File: config.mk
export PLATFORM = sky130hd
export DESIGN_NAME = rhythm_note_scheduler
export DESIGN_NICKNAME = d
export VERILOG_FILES = /design/src/rtl/rhythm_pkg.sv /design/src/rtl/rhythm_note_scheduler_slot_allocator.sv /design/src/rtl/rhythm_note_scheduler.sv
export SDC_FILE = /design/constraint.sdc
export NUM_CORES = 1
export LEC_CHECK = 0
export BUFFER_PORTS_ARGS = -buffer_cell sky130_fd_sc_hd__buf_4
export CORE_UTILIZATION = 49
export CTS_BUF_LIST = sky130_fd_sc_hd__clkbuf_2
export DETAILED_ROUTE_END_ITERATION = 8
export PLACE_DENSITY = 0.79
export SKIP_CTS_REPAIR_TIMING = 1
export SYNTH_ARGS = -nofsm -noshare
export SYNTH_HDL_FRONTEND = slang
export SYNTH_SLANG_ARGS = --single-unit
File: constraint.sdc
create_clock -name frame_clk -period 5.4 [get_ports frame_clk]
set_input_delay 1.62 -clock frame_clk [delete_from_list [all_inputs] [get_ports frame_clk]]
set_output_delay 1.62 -clock frame_clk [all_outputs]
set_load 0.02 [all_outputs]
File: src/rtl/rhythm_pkg.sv
// rhythm_pkg: shared types and constants for the rhythm note scheduler.
//   state_e    : scheduler FSM states
//   lane_t     : arrow lane index (4 lanes)
//   KEY_*      : keycodes that drive song start / clear / abort
//   END_MARK   : chart spawn-time value that marks the end of a song
package rhythm_pkg;

  typedef enum logic [1:0] {
    IDLE  = 2'd0,
    PLAY  = 2'd1,
    DRAIN = 2'd2,
    DONE  = 2'd3
  } state_e;

  typedef logic [1:0] lane_t;

  localparam logic [7:0]  KEY_START = 8'h2C;
  localparam logic [7:0]  KEY_CLEAR = 8'h01;
  localparam logic [7:0]  KEY_ABORT = 8'h29;
  localparam logic [11:0] END_MARK  = 12'hFFF;

endpackage

File: src/rtl/rhythm_note_scheduler_slot_allocator.sv
// slot_allocator: combinational lowest-index free-slot picker.
//   busy_i     [N] : slot occupancy
//   grant_o    [N] : one-hot, lowest slot with busy == 0 (all zero if none)
//   any_free_o      : at least one slot is free
module slot_allocator #(
  parameter int N = 8
) (
  input  logic [N-1:0] busy_i,
  output logic [N-1:0] grant_o,
  output logic         any_free_o
);

  logic found;

  always_comb begin
    grant_o = '0;
    found   = 1'b0;
    for (int i = 0; i < N; i++) begin
      if (!busy_i[i] && !found) begin
        grant_o[i] = 1'b1;
        found      = 1'b1;
      end
    end
  end

  assign any_free_o = ~&busy_i;

endmodule

File: src/rtl/rhythm_note_scheduler.sv
// rhythm_note_scheduler: song sequencer for the arrow dropper pool.
// Walks the chart ROM against a frame counter, launches each due note into
// the lowest free dropper slot, tracks slot occupancy and accumulates score.
//   frame_clk, Reset            : clock, synchronous active-high reset
//   keycode                     : start / clear / abort keys
//   chart_addr/time/lane        : combinational chart ROM interface
//   slot_done, slot_hit         : dropper completion pulses and hit flags
//   launch, launch_lane         : one-hot spawn pulse and its lane
//   flush                       : abort pulse returning droppers to idle
//   busy, frame_count           : slot occupancy, song time
//   score, dropped              : saturating hit / skipped-note counters
//   playing, song_over          : PLAY-or-DRAIN, DONE status
module rhythm_note_scheduler
  import rhythm_pkg::*;
#(
  parameter int         NUM_SLOTS = 8,
  parameter int         ADDR_W    = 6,
  parameter int         T_W       = 12,
  parameter logic [7:0] START_KEY = KEY_START,
  parameter logic [7:0] CLEAR_KEY = KEY_CLEAR,
  parameter logic [7:0] ABORT_KEY = KEY_ABORT
) (
  input  logic                 frame_clk,
  input  logic                 Reset,
  input  logic [7:0]           keycode,
  output logic [ADDR_W-1:0]    chart_addr,
  input  logic [T_W-1:0]       chart_time,
  input  lane_t                chart_lane,
  input  logic [NUM_SLOTS-1:0] slot_done,
  input  logic [NUM_SLOTS-1:0] slot_hit,
  output logic [NUM_SLOTS-1:0] launch,
  output lane_t                launch_lane,
  output logic                 flush,
  output logic [NUM_SLOTS-1:0] busy,
  output logic [T_W-1:0]       frame_count,
  output logic [7:0]           score,
  output logic [7:0]           dropped,
  output logic                 playing,
  output logic                 song_over
);

  localparam logic [T_W-1:0]    END_T     = {T_W{1'b1}};
  // Song time stops one short of the end marker so no real time aliases it.
  localparam logic [T_W-1:0]    FRAME_MAX = {{(T_W-1){1'b1}}, 1'b0};
  localparam logic [ADDR_W-1:0] IDX_MAX   = {ADDR_W{1'b1}};

  function automatic logic [7:0] sat_add8(input logic [7:0] a, input logic [7:0] b);
    logic [8:0] s;
    s = {1'b0, a} + {1'b0, b};
    return s[8] ? 8'hFF : s[7:0];
  endfunction

  function automatic logic [7:0] popcount(input logic [NUM_SLOTS-1:0] v);
    logic [7:0] c;
    c = '0;
    for (int i = 0; i < NUM_SLOTS; i++) c = c + {7'd0, v[i]};
    return c;
  endfunction

  state_e                state_q,   state_d;
  logic [T_W-1:0]        frame_q,   frame_d;
  logic [ADDR_W-1:0]     idx_q,     idx_d;
  logic [NUM_SLOTS-1:0]  busy_q,    busy_d;
  logic [NUM_SLOTS-1:0]  launch_q,  launch_d;
  lane_t                 lane_q,    lane_d;
  logic                  flush_q,   flush_d;
  logic [7:0]            score_q,   score_d;
  logic [7:0]            dropped_q, dropped_d;

  logic [NUM_SLOTS-1:0]  grant;
  logic                  any_free;
  logic [T_W-1:0]        frame_inc;
  logic                  at_end;
  logic                  abort_key;
  logic [7:0]            hits;

  slot_allocator #(.N(NUM_SLOTS)) u_alloc (
    .busy_i     (busy_q),
    .grant_o    (grant),
    .any_free_o (any_free)
  );

  assign frame_inc = (frame_q == FRAME_MAX) ? frame_q : frame_q + 1'b1;
  // The last ROM entry doubles as an end marker so note_idx never wraps.
  assign at_end    = (chart_time == END_T) || (idx_q == IDX_MAX);
  assign abort_key = (keycode == ABORT_KEY);
  // Only completions on occupied slots score.
  assign hits      = popcount(slot_done & slot_hit & busy_q);

  always_comb begin
    state_d   = state_q;
    frame_d   = frame_q;
    idx_d     = idx_q;
    busy_d    = busy_q & ~slot_done;
    launch_d  = '0;
    lane_d    = '0;
    flush_d   = 1'b0;
    score_d   = score_q;
    dropped_d = dropped_q;

    case (state_q)
      IDLE: begin
        frame_d   = '0;
        idx_d     = '0;
        score_d   = '0;
        dropped_d = '0;
        if (keycode == START_KEY) state_d = PLAY;
      end

      PLAY, DRAIN: begin
        if (abort_key) begin
          state_d   = IDLE;
          flush_d   = 1'b1;
          busy_d    = '0;
          frame_d   = '0;
          idx_d     = '0;
          score_d   = '0;
          dropped_d = '0;
        end else begin
          score_d = sat_add8(score_q, hits);
          if (state_q == PLAY) begin
            frame_d = frame_inc;
            if (at_end) begin
              state_d = DRAIN;
            // Launch is registered, so a note is judged against the frame
            // being entered; the pulse then coincides with its spawn frame.
            end else if (chart_time <= frame_inc) begin
              idx_d = idx_q + 1'b1;
              if (any_free) begin
                launch_d = grant;
                lane_d   = chart_lane;
                busy_d   = busy_d | grant;
              end else begin
                dropped_d = sat_add8(dropped_q, 8'd1);
              end
            end
          end else if (busy_q == '0) begin
            state_d = DONE;
          end
        end
      end

      DONE: begin
        if (keycode == CLEAR_KEY) begin
          state_d   = IDLE;
          frame_d   = '0;
          idx_d     = '0;
          score_d   = '0;
          dropped_d = '0;
        end
      end

      default: state_d = IDLE;
    endcase
  end

  // Register stage: all state and registered outputs
  always_ff @(posedge frame_clk) begin
    if (Reset) begin
      state_q   <= IDLE;
      frame_q   <= '0;
      idx_q     <= '0;
      busy_q    <= '0;
      launch_q  <= '0;
      lane_q    <= '0;
      flush_q   <= 1'b0;
      score_q   <= '0;
      dropped_q <= '0;
    end else begin
      state_q   <= state_d;
      frame_q   <= frame_d;
      idx_q     <= idx_d;
      busy_q    <= busy_d;
      launch_q  <= launch_d;
      lane_q    <= lane_d;
      flush_q   <= flush_d;
      score_q   <= score_d;
      dropped_q <= dropped_d;
    end
  end

  assign chart_addr  = idx_q;
  assign launch      = launch_q;
  assign launch_lane = lane_q;
  assign flush       = flush_q;
  assign busy        = busy_q;
  assign frame_count = frame_q;
  assign score       = score_q;
  assign dropped     = dropped_q;
  assign playing     = (state_q == PLAY) || (state_q == DRAIN);
  assign song_over   = (state_q == DONE);

endmodule

==> results of run 1 <==
## sequential cells by signal (all words and copies together), names as in the netlist
register / count
frame_count: 12
launch: 8
launch_lane: 2
dropped: 8
chart_addr: 6
flush: 1
score: 8
busy: 8
state_q: 2
## power groups by stage
| stage | Clock (W) | Combinational (W) | Sequential [W] |
|---|---|---|---|
| 6_report | 0.000169 | 0.0000880 | 0.000411 |
| 5_1_grt | 0.000190 | 0.0000982 | 0.000411 |
| 4_1_cts | 0.000173 | 0.0000878 | 0.000411 |
| 3_5_place_dp | 0 | 0.0000875 | 0.000418 |
| 3_3_place_gp | 0 | 0.0000857 | 0.000418 |
| 2_1_floorplan | 0 | 0.0000490 | 0.000418 |
## cells by family (layout without fill, tap and decap cells)
kind of cell,Yosys count,in the layout,synth area share (%)
simple gates,181,181,27.5
compound gates,88,88,18.4
flops,55,55,32.7
fa+ha+maj,33,33,13.4
buf+inv,33,124,4.01
xor+xnor,13,13,3.38
mux,2,2,0.632
## metrics by stage
stage,power [W],setup TNS (ns)
after floorplan,0.000467,0
after global placement,0.000503,-0.0547
after detailed placement,0.000505,-0.517
after CTS,0.000671,0
after global routing,0.000700,0
final,0.000667,0
## layout by cell type (no fill, tap or decap), types with 8 or more instances in the layout
cell       n
buf_4     99
dfxtp_1   55
nor2_1    47
nand2_1   37
ha_1      28
nand3_1   22
a21oi_1   18
inv_1     17
nor3_1    16
o21ai_0   13
and3_1    11
xnor2_1   10
nand4_1    9
o211ai_1   9
o31ai_1    8
## critical path: cells and delay by family
kind                     cells  cell delay, ns
adder cells (fa/ha/maj)      5            2.45
AO/OA/AOI/OAI                3            0.57
multiplexers                 1            0.29
AND/OR/NAND/NOR              2            0.25
buffers and inverters        3            0.23
## cells in the mapped netlist, types with 3 or more instances
master     n
nor3_1    16
o211ai_1   9
o31ai_1    8
nor2_1    47
or4_1      6
xnor2_1   10
buf_2      3
fa_1       5
a21o_1     4
nand2_1   37
ha_1      28
a21oi_1   18
o32ai_1    6
clkbuf_1  12
inv_1     17
nand4_1    9
or3_1      6
o21ai_0   13
nor2b_1    4
and3_1    11
a211oi_1   7
or2_2      3
a31oi_1    7
nand3_1   22
dfxtp_1   55
xor2_1     3
## layer usage
metal | track usage (%) | part of all wire, % | wire length (microns) | vias to the layer above
li1 | - | - | - | 1680
met1 | 34.6 | 46 | 4040 | 1602
met2 | 40.4 | 47 | 4110 | 83
met3 | 3.50 | 4.5 | 395 | 13
met4 | 8.32 | 1.7 | 147 | 0
met5 | 0 | 0 | 0 | -
## worst paths after layout
kind / startpoint / to / slack, ns
setup / recovery: slot_done[0] / score[4]$_SDFFE_PP0N_ / 0.41
hold / removal: score[1]$_SDFFE_PP0N_ / score[1]$_SDFFE_PP0N_ / 0.51
setup reg to reg: frame_count[2]$_SDFFE_PP0P_ / busy[4]$_SDFF_PP0_ / 1.13
hold reg to reg: score[1]$_SDFFE_PP0N_ / score[1]$_SDFFE_PP0N_ / 0.51
## final cells by class
type	instances	area, sq um
fillers	579	2310
well taps	77	96.3
flip-flops and latches	55	1100
multi-input cells	317	2130
clock buffers	6	30.0
inverters	17	63.8
clock inverters	2	16.3
repair buffers	99	743
==> flow_summary.toml, run 1 <==
[pwr]
p_leak_nw = 1.75
internal_power_w = 0.000485
p_sw_share_pct = 27.3
clock_power_share_pct = 25.3
powerDensity_nw_per_um2 = 160
max-vdd-ir-drop_uv = 81.7
p_comb_share_pct = 13.2
power_switching_w = 0.000182
pwr-share-seq_pct = 61.5

[flow_run]
cap_violations = 0

[timing]
fmax_mhz = 201
fin_crit_ns = 4.99
setup_viol = 0
hold_viol = 0
post-route-period-util_pct = 92.4
slew_headroom_pct = 41.5
tightestPinTransition_ns = 0.875
rsz0062_at_grt = "false"
fin_worst_hold_slack_ns = 0.514
finalClockSkew_ns = 0.0257
final-max-slew-violation-count = 0
fin_ws_ns = 0.413

[floorplanning]
core_area_sq_um = 6490
initial_utilization_pct = 51.8
ioPinCount = 95
row_count = 29
die-area_sq_um = 7200
die_w_microns = 84.9
fp.dieH_microns = 84.9

[global_route]
grt_max_degree = 34
grt_usage_pct = 25.0
overflow = 0
grt_pass1_vias = 3107
antenna_found_initial = 0
grt_pass1_wl_microns = 14600

[synthesis]
synth_cell_type_count = 55
yosysSeqAreaShare_pct = 32.7
synthArstFlopShare_pct = 0
syn_inst = 405
synth_ff_type = "dfxtp_1"
yosysTopAreaCellShare_pct = 32.7
syn-num-nets = 478
synthTopCellsByArea = "dfxtp_1 33%, ha_1 10%, nor2_1 5.2%"
yosys_warnings = 0
yosys.area.top_type = "dfxtp_1"
synth_edf_count = 0
netlist_area_sq_um = 3370
avgSynthCellArea_sq_um = 8.31
synth-seq-cells = 55

[route]
drt_first_iter_violations = 165
vias = 3378
drtPass1Iterations = 7
wl_per_cell_microns = 15.2
via_per_inst = 5.90
ant_nets = 0
remaining_drc_errors = 6
wl_microns = 8690

[setup_path]
crit_top_cell = "fa_1"
arrival_ns = 5.39
end_kind = "register"
cp_slowest_cell = "fa_1"
r2r_cells = 13
cp_max_fo = 2
path_class = "in -> reg"
path_cells = "buf_4, and3_1, fa_1, inv_1, fa_1, inv_1, fa_1, fa_1, fa_1, a21o_1, a21oi_1, nor2_1, mux2_2, a211oi_1"
worst_ep_required_time_ns = 5.80
start_kind = "input pin"
slowest_delay_ns = 0.53

[worst_hold_path]
hold_class = "reg -> reg"
holdPathStages = 2

[finish]
final_area_sq_um = 4180
fin_cells = 573
nets = 568
diodes = 0
area_delta_synth_final_pct = 24.2
drive_gt1_share_pct = 23.6
fin_util_pct = 64.4

[clocking]
htreeDepth = 2
cts_num_sinks = 55
clk_pin_slew_ns = 0.29
cts_tree = "built"
cts_buffers = 5
clockBufferDepth = 2
cts_root_buf = "clkbuf_2"
insertion_delay_ns = 0.45

[place]
place_area_sq_um = 4130
preCtsSetupSlack_ns = -0.100
place_congestion = 0.826
dp.cells = 565
portBuffers = 94
hpwlAfterDp_microns = 6660

[run_status]
violations = "design-rule violations"
status = "finished with violations"
(Power assumes the default switching activity.)
==> run 2, diff against run 1 <==
==> constraint.sdc (replaced) <==
create_clock -name frame_clk -period 5.4 [get_ports frame_clk]
set_input_delay 1.08 -clock frame_clk [delete_from_list [all_inputs] [get_ports frame_clk]]
set_output_delay 1.08 -clock frame_clk [all_outputs]
set_load 0.02 [all_outputs]
==> run 2 against run 1 <==
  * The run still ends with design-rule violations left
  * First-iteration DRC count is 19% higher
  * Non-clock buffer count is 3 lower
  * Core utilization is 0.27 points lower
  * Sequential cell count stayed put
  * Critical path depth stayed put
  * Via count is 0.62% higher
  * Combinational power is 1% higher
  * Power is 1.5% higher
  * Setup slack better by 0.47 ns
  * Die area stayed put
  * Clock skew is 0.0036 ns higher
==> flow_summary.toml, run 2 (synthesized netlist as in run 1, its figures left out) <==
[setup_path]
path_cells = "buf_4, and3_1, fa_1, inv_1, fa_1, inv_1, fa_1, fa_1, fa_1, a21o_1, a21oi_1, nor2_1, mux2_2, a211oi_1"
crit_top_cell = "fa_1"
cp_max_fo = 3
start_kind = "input pin"
cp_slowest_cell = "fa_1"
arrival_ns = 4.91
worst_ep_required_time_ns = 5.79
slowest_delay_ns = 0.54
path_buf_inv = 3
path_class = "in -> reg"
cpLargestDelayFamily = "adder cells"
end_kind = "register"

[clocking]
clk_pin_slew_ns = 0.29
cts_buffers = 5
clockBufferDepth = 2
insertion_delay_ns = 0.47
cts_num_sinks = 55
cts_root_buf = "clkbuf_2"
htreeDepth = 2
cts_tree = "built"

[finish]
drive_gt1_share_pct = 23.1
final_cell_mix = "96 x buf_4, 55 x dfxtp_1, 47 x nor2_1"
fin_cells = 570
diodes = 0
nets = 565
layout_commonest_cell = "buf_4"
nFillCells = 570
largest_reg_flops = 12
area_delta_synth_final_pct = 23.7

[place]
dp.cells = 562
portBuffers = 94
hpwlAfterDp_microns = 6860
place_congestion = 0.831

[floorplanning]
row_count = 29
die-area_sq_um = 7200
core_area_sq_um = 6490
initial_utilization_pct = 51.8
die_w_microns = 84.9
ioPinCount = 95
fp.dieH_microns = 84.9

[timing]
slew_headroom_pct = 40.9
final-max-slew-violation-count = 0
post-route-period-util_pct = 83.7
hold_viol = 0
rsz0062_at_grt = "false"
tightestPinTransition_ns = 0.885
fin_setup_tns_ns = 0
fin_crit_ns = 4.52
fmax_mhz = 221
finalClockSkew_ns = 0.0292
setup_viol = 0

[route]
wl_met3_microns = 476
highest_layer = "met4"
wl_microns = 8900
drtPass1Iterations = 7
met1Wirelength_microns = 3940
ant_nets = 0
wl_met2_microns = 4260
wl_per_cell_microns = 15.6
vias = 3399
via_per_inst = 5.96
drt_first_iter_violations = 196
remaining_drc_errors = 6

[run_status]
violations = "design-rule violations"
status = "finished with violations"

[global_route]
overflow = 0
grt_pass1_vias = 3281
grt_pass1_wl_microns = 15000
antenna_found_initial = 0
grt_max_degree = 34
grt_usage_pct = 25.8

[flow_run]
cap_violations = 0

[pwr]
p_leak_nw = 1.74
max-vdd-ir-drop_uv = 95.5
powerDensity_nw_per_um2 = 163

[worst_hold_path]
hold_class = "reg -> reg"
==> run 2: cell types whose count changed in the layout (fill, tap and decap cells not counted), sizes merged <==
| cell | delta |
|---|---|
| buf | -3 |
| clkbuf | -1 |
| inv | +1 |
| clkinv | +1 |
| clkinvlp | -1 |
==> run 2: tightest hold or removal path, delay by kind of cell, from the launching register on <==
kind,cells,cell delay (ns)
flip-flops,1,0.41
AO/OA/AOI/OAI,1,0.05
AND/OR/NAND/NOR,1,0.07
==> run 2: cell type report <==
cell class	count	area, sq um	area share, %
multi-input cells	317	2130	51.2
flip-flops and latches	55	1100	26.5
repair buffers	96	721	17.3
well taps	77	96.3	2.31
inverters	17	63.8	1.53
clock inverters	3	26.3	0.631
clock buffers	5	25.0	0.601
==> run 2: path summary, 6_finish.rpt <==
| kind | startpoint | endpoint | slack, ns | depth (start not counted) |
|---|---|---|---|---|
| hold reg to reg | score[2]$_SDFFE_PP0N_ | score[2]$_SDFFE_PP0N_ | 0.53 | 2 |
| setup / recovery | slot_done[0] | score[4]$_SDFFE_PP0N_ | 0.88 | 14 |
| setup reg to reg | busy[0]$_SDFF_PP0_ | score[4]$_SDFFE_PP0N_ | 1.07 | 13 |
| hold / removal | score[2]$_SDFFE_PP0N_ | score[2]$_SDFFE_PP0N_ | 0.53 | 2 |
==> run 2: power breakdown <==
part           switching [W]  internal (W)
Sequential        0.00000152      0.000409
Clock               0.000141     0.0000370
Combinational      0.0000484     0.0000405
==> run 2: routing by layer <==
metal,vias to the layer above,track usage [%]
met2,109,45.0
li1,1655,-
met5,-,0
met4,0,9.24
met3,17,3.40
met1,1618,32.9
==> run 2: per-stage QoR <==
stage / total power (W) / worst slack, ns / utilization, % / instance area [sq um] / hold slack, ns
2_1_floorplan: 0.000467 / 0.615 / - / 3370 / 0.525
3_3_place_gp: 0.000503 / 0.470 / 63.3 / 4110 / 0.477
3_5_place_dp: 0.000505 / 0.380 / 63.3 / 4110 / 0.488
4_1_cts: 0.000681 / 0.875 / 64.1 / 4160 / 0.520
5_1_grt: 0.000709 / 0.753 / 64.1 / 4160 / 0.544
6_report: 0.000677 / 0.882 / 64.1 / 4160 / 0.526
==> run 3, diff against run 2 <==
Clock period 5.4 ns to 3.7 ns, I/O delays scaled along.
==> run 3 against run 2 <==
  * The run ends with design-rule violations, negative setup slack left
  * Sequential share of layout area decreased by 1.6 points
  * Via count increased by 0.35%
  * Cell count grew 3.2%
  * Hold slack got worse by 0.074 ns
  * Clock skew shrank 0.0079 ns
  * Core utilization increased by 4.4 points
  * Critical endpoint unchanged
  * Largest cell class unchanged
  * Highest routed layer unchanged
==> flow_summary.toml, run 3 (synthesized netlist as in run 1, its figures left out) <==
[setup_path]
path_class = "reg -> reg"
cp_max_fo = 2
worst_ep_required_time_ns = 4.12
arrival_ns = 4.19
start_kind = "register"
r2r_cells = 13
r2r-end = "score[4]$_SDFFE_PP0N_"
reg2reg_from = "busy[2]$_SDFF_PP0_"
reg2reg_slack_ns = -0.07
end_kind = "register"

[timing]
rsz0062_at_grt = "true"
fin_ws_ns = -0.0707
slew_headroom_pct = 34.0
finalClockSkew_ns = 0.0213
setup_viol = 6
post-route-period-util_pct = 102
fmax_mhz = 265
tightestPinTransition_ns = 0.988
final-max-slew-violation-count = 0
hold_viol = 0
fin_crit_ns = 3.77
fin_worst_hold_slack_ns = 0.452

[floorplanning]
die_w_microns = 84.9
ioPinCount = 95
row_count = 29
die-area_sq_um = 7200
fp.dieH_microns = 84.9
core_area_sq_um = 6490
initial_utilization_pct = 51.8

[finish]
final_cell_mix = "113 x buf_4, 50 x dfxtp_1, 45 x nor2_1"
drive_gt1_share_pct = 31.3
nets = 583
area_delta_synth_final_pct = 32.2
final_area_sq_um = 4450
largest_reg_flops = 12
diodes = 0
layout_commonest_cell = "buf_4"

[flow_run]
cap_violations = 0

[pwr]
p_leak_nw = 1.86
powerDensity_nw_per_um2 = 225
max-vdd-ir-drop_uv = 148
power_w = 0.00100

[global_route]
grt_pass1_vias = 3052
antenna_found_initial = 0
grt_pass1_wl_microns = 14700
overflow = 0
grt_max_degree = 34
grt_usage_pct = 25.3

[route]
ant_nets = 0
wl_per_cell_microns = 15.5
wl_microns = 9110
drt_first_iter_violations = 181
remaining_drc_errors = 7
drtPass1Iterations = 8
via_per_inst = 5.80
vias = 3411

[worst_hold_path]
hp-start = "chart_lane[0]"
hold_class = "in -> reg"
holdPathStages = 3
holdPathEnd = "launch_lane[0]$_SDFF_PP0_"

[clocking]
cts_num_sinks = 55
htreeDepth = 2
cts_buffers = 5
clk_pin_slew_ns = 0.32
clockBufferDepth = 2
insertion_delay_ns = 0.46
cts_root_buf = "clkbuf_2"
cts_tree = "built"

[place]
portBuffers = 94
hpwlAfterDp_microns = 6870
preCtsSetupSlack_ns = -0.577
place_congestion = 0.870
place_area_sq_um = 4280

[run_status]
status = "finished with violations"
violations = "design-rule violations, negative setup slack"
[run 3: changes by cell type in the layout (fill, tap and decap cells not counted), sizes merged]
cell      change
clkinvlp      +1
clkinv        -1
buf          +18
[run 3: worst max path at each step]
stage	startpoint	endpoint	cells after the start	slack (ns)
finish	busy[2]$_SDFF_PP0_	score[4]$_SDFFE_PP0N_	13	-0.07
global route	busy[2]$_SDFF_PP0_	score[0]$_SDFFE_PP0N_	14	-0.22
CTS	busy[2]$_SDFF_PP0_	score[4]$_SDFFE_PP0N_	13	-0.08
detailed placement	slot_done[2]	score[3]$_SDFFE_PP0N_	15	-0.58
global placement	slot_done[2]	score[3]$_SDFFE_PP0N_	15	-0.48
floorplan	slot_done[2]	score[4]$_SDFFE_PP0N_	13	-0.36
[run 3: critical path, cell delays in order, from the launching register on]
cell      delay (ns)
dfxtp_2         0.40
and3_4          0.18
fa_1            0.50
inv_1           0.05
fa_1            0.50
inv_2           0.04
fa_1            0.45
fa_2            0.38
fa_2            0.38
a21o_1          0.21
a21oi_4         0.14
nor2_1          0.08
mux2_4          0.27
a211oi_2        0.16
[run 3: report_power, final]
group / internal, W / leakage [nW] / total [W] / switching [W]
Clock: 0.0000521 / 0.0300 / 0.000264 / 0.000212
Sequential: 0.000598 / 0.445 / 0.000600 / 0.00000238
Combinational: 0.0000640 / 1.38 / 0.000138 / 0.0000738
[run 3: through the flow]
step / instances / TNS [ns] / util [%]
6_report: 588 / -0.226 / 68.5
4_1_cts: 588 / -0.404 / 66.7
3_5_place_dp: 580 / -4.42 / 65.9
2_1_floorplan: 405 / -1.83 / -
5_1_grt: 588 / -1.28 / 68.5
3_3_place_gp: 580 / -3.64 / 65.9
[run 3: cell type report]
cell class,instances,area [sq um]
clock buffer,5,25.0
timing repair buffer,114,860
fill,554,2050
inverter,17,63.8
clock inverter,3,25.0
sequential,55,1110
tap,77,96.3
multi-input combinational,317,2270
[run 3: routing by layer]
metal  wire [microns]  vias up  global-route usage [%]
met5                0        -                       0
met4               82        0                    6.63
met3              468        6                    3.99
met2             4360       90                    41.3
met1             4200     1624                    35.0
li1                 -     1691                       -
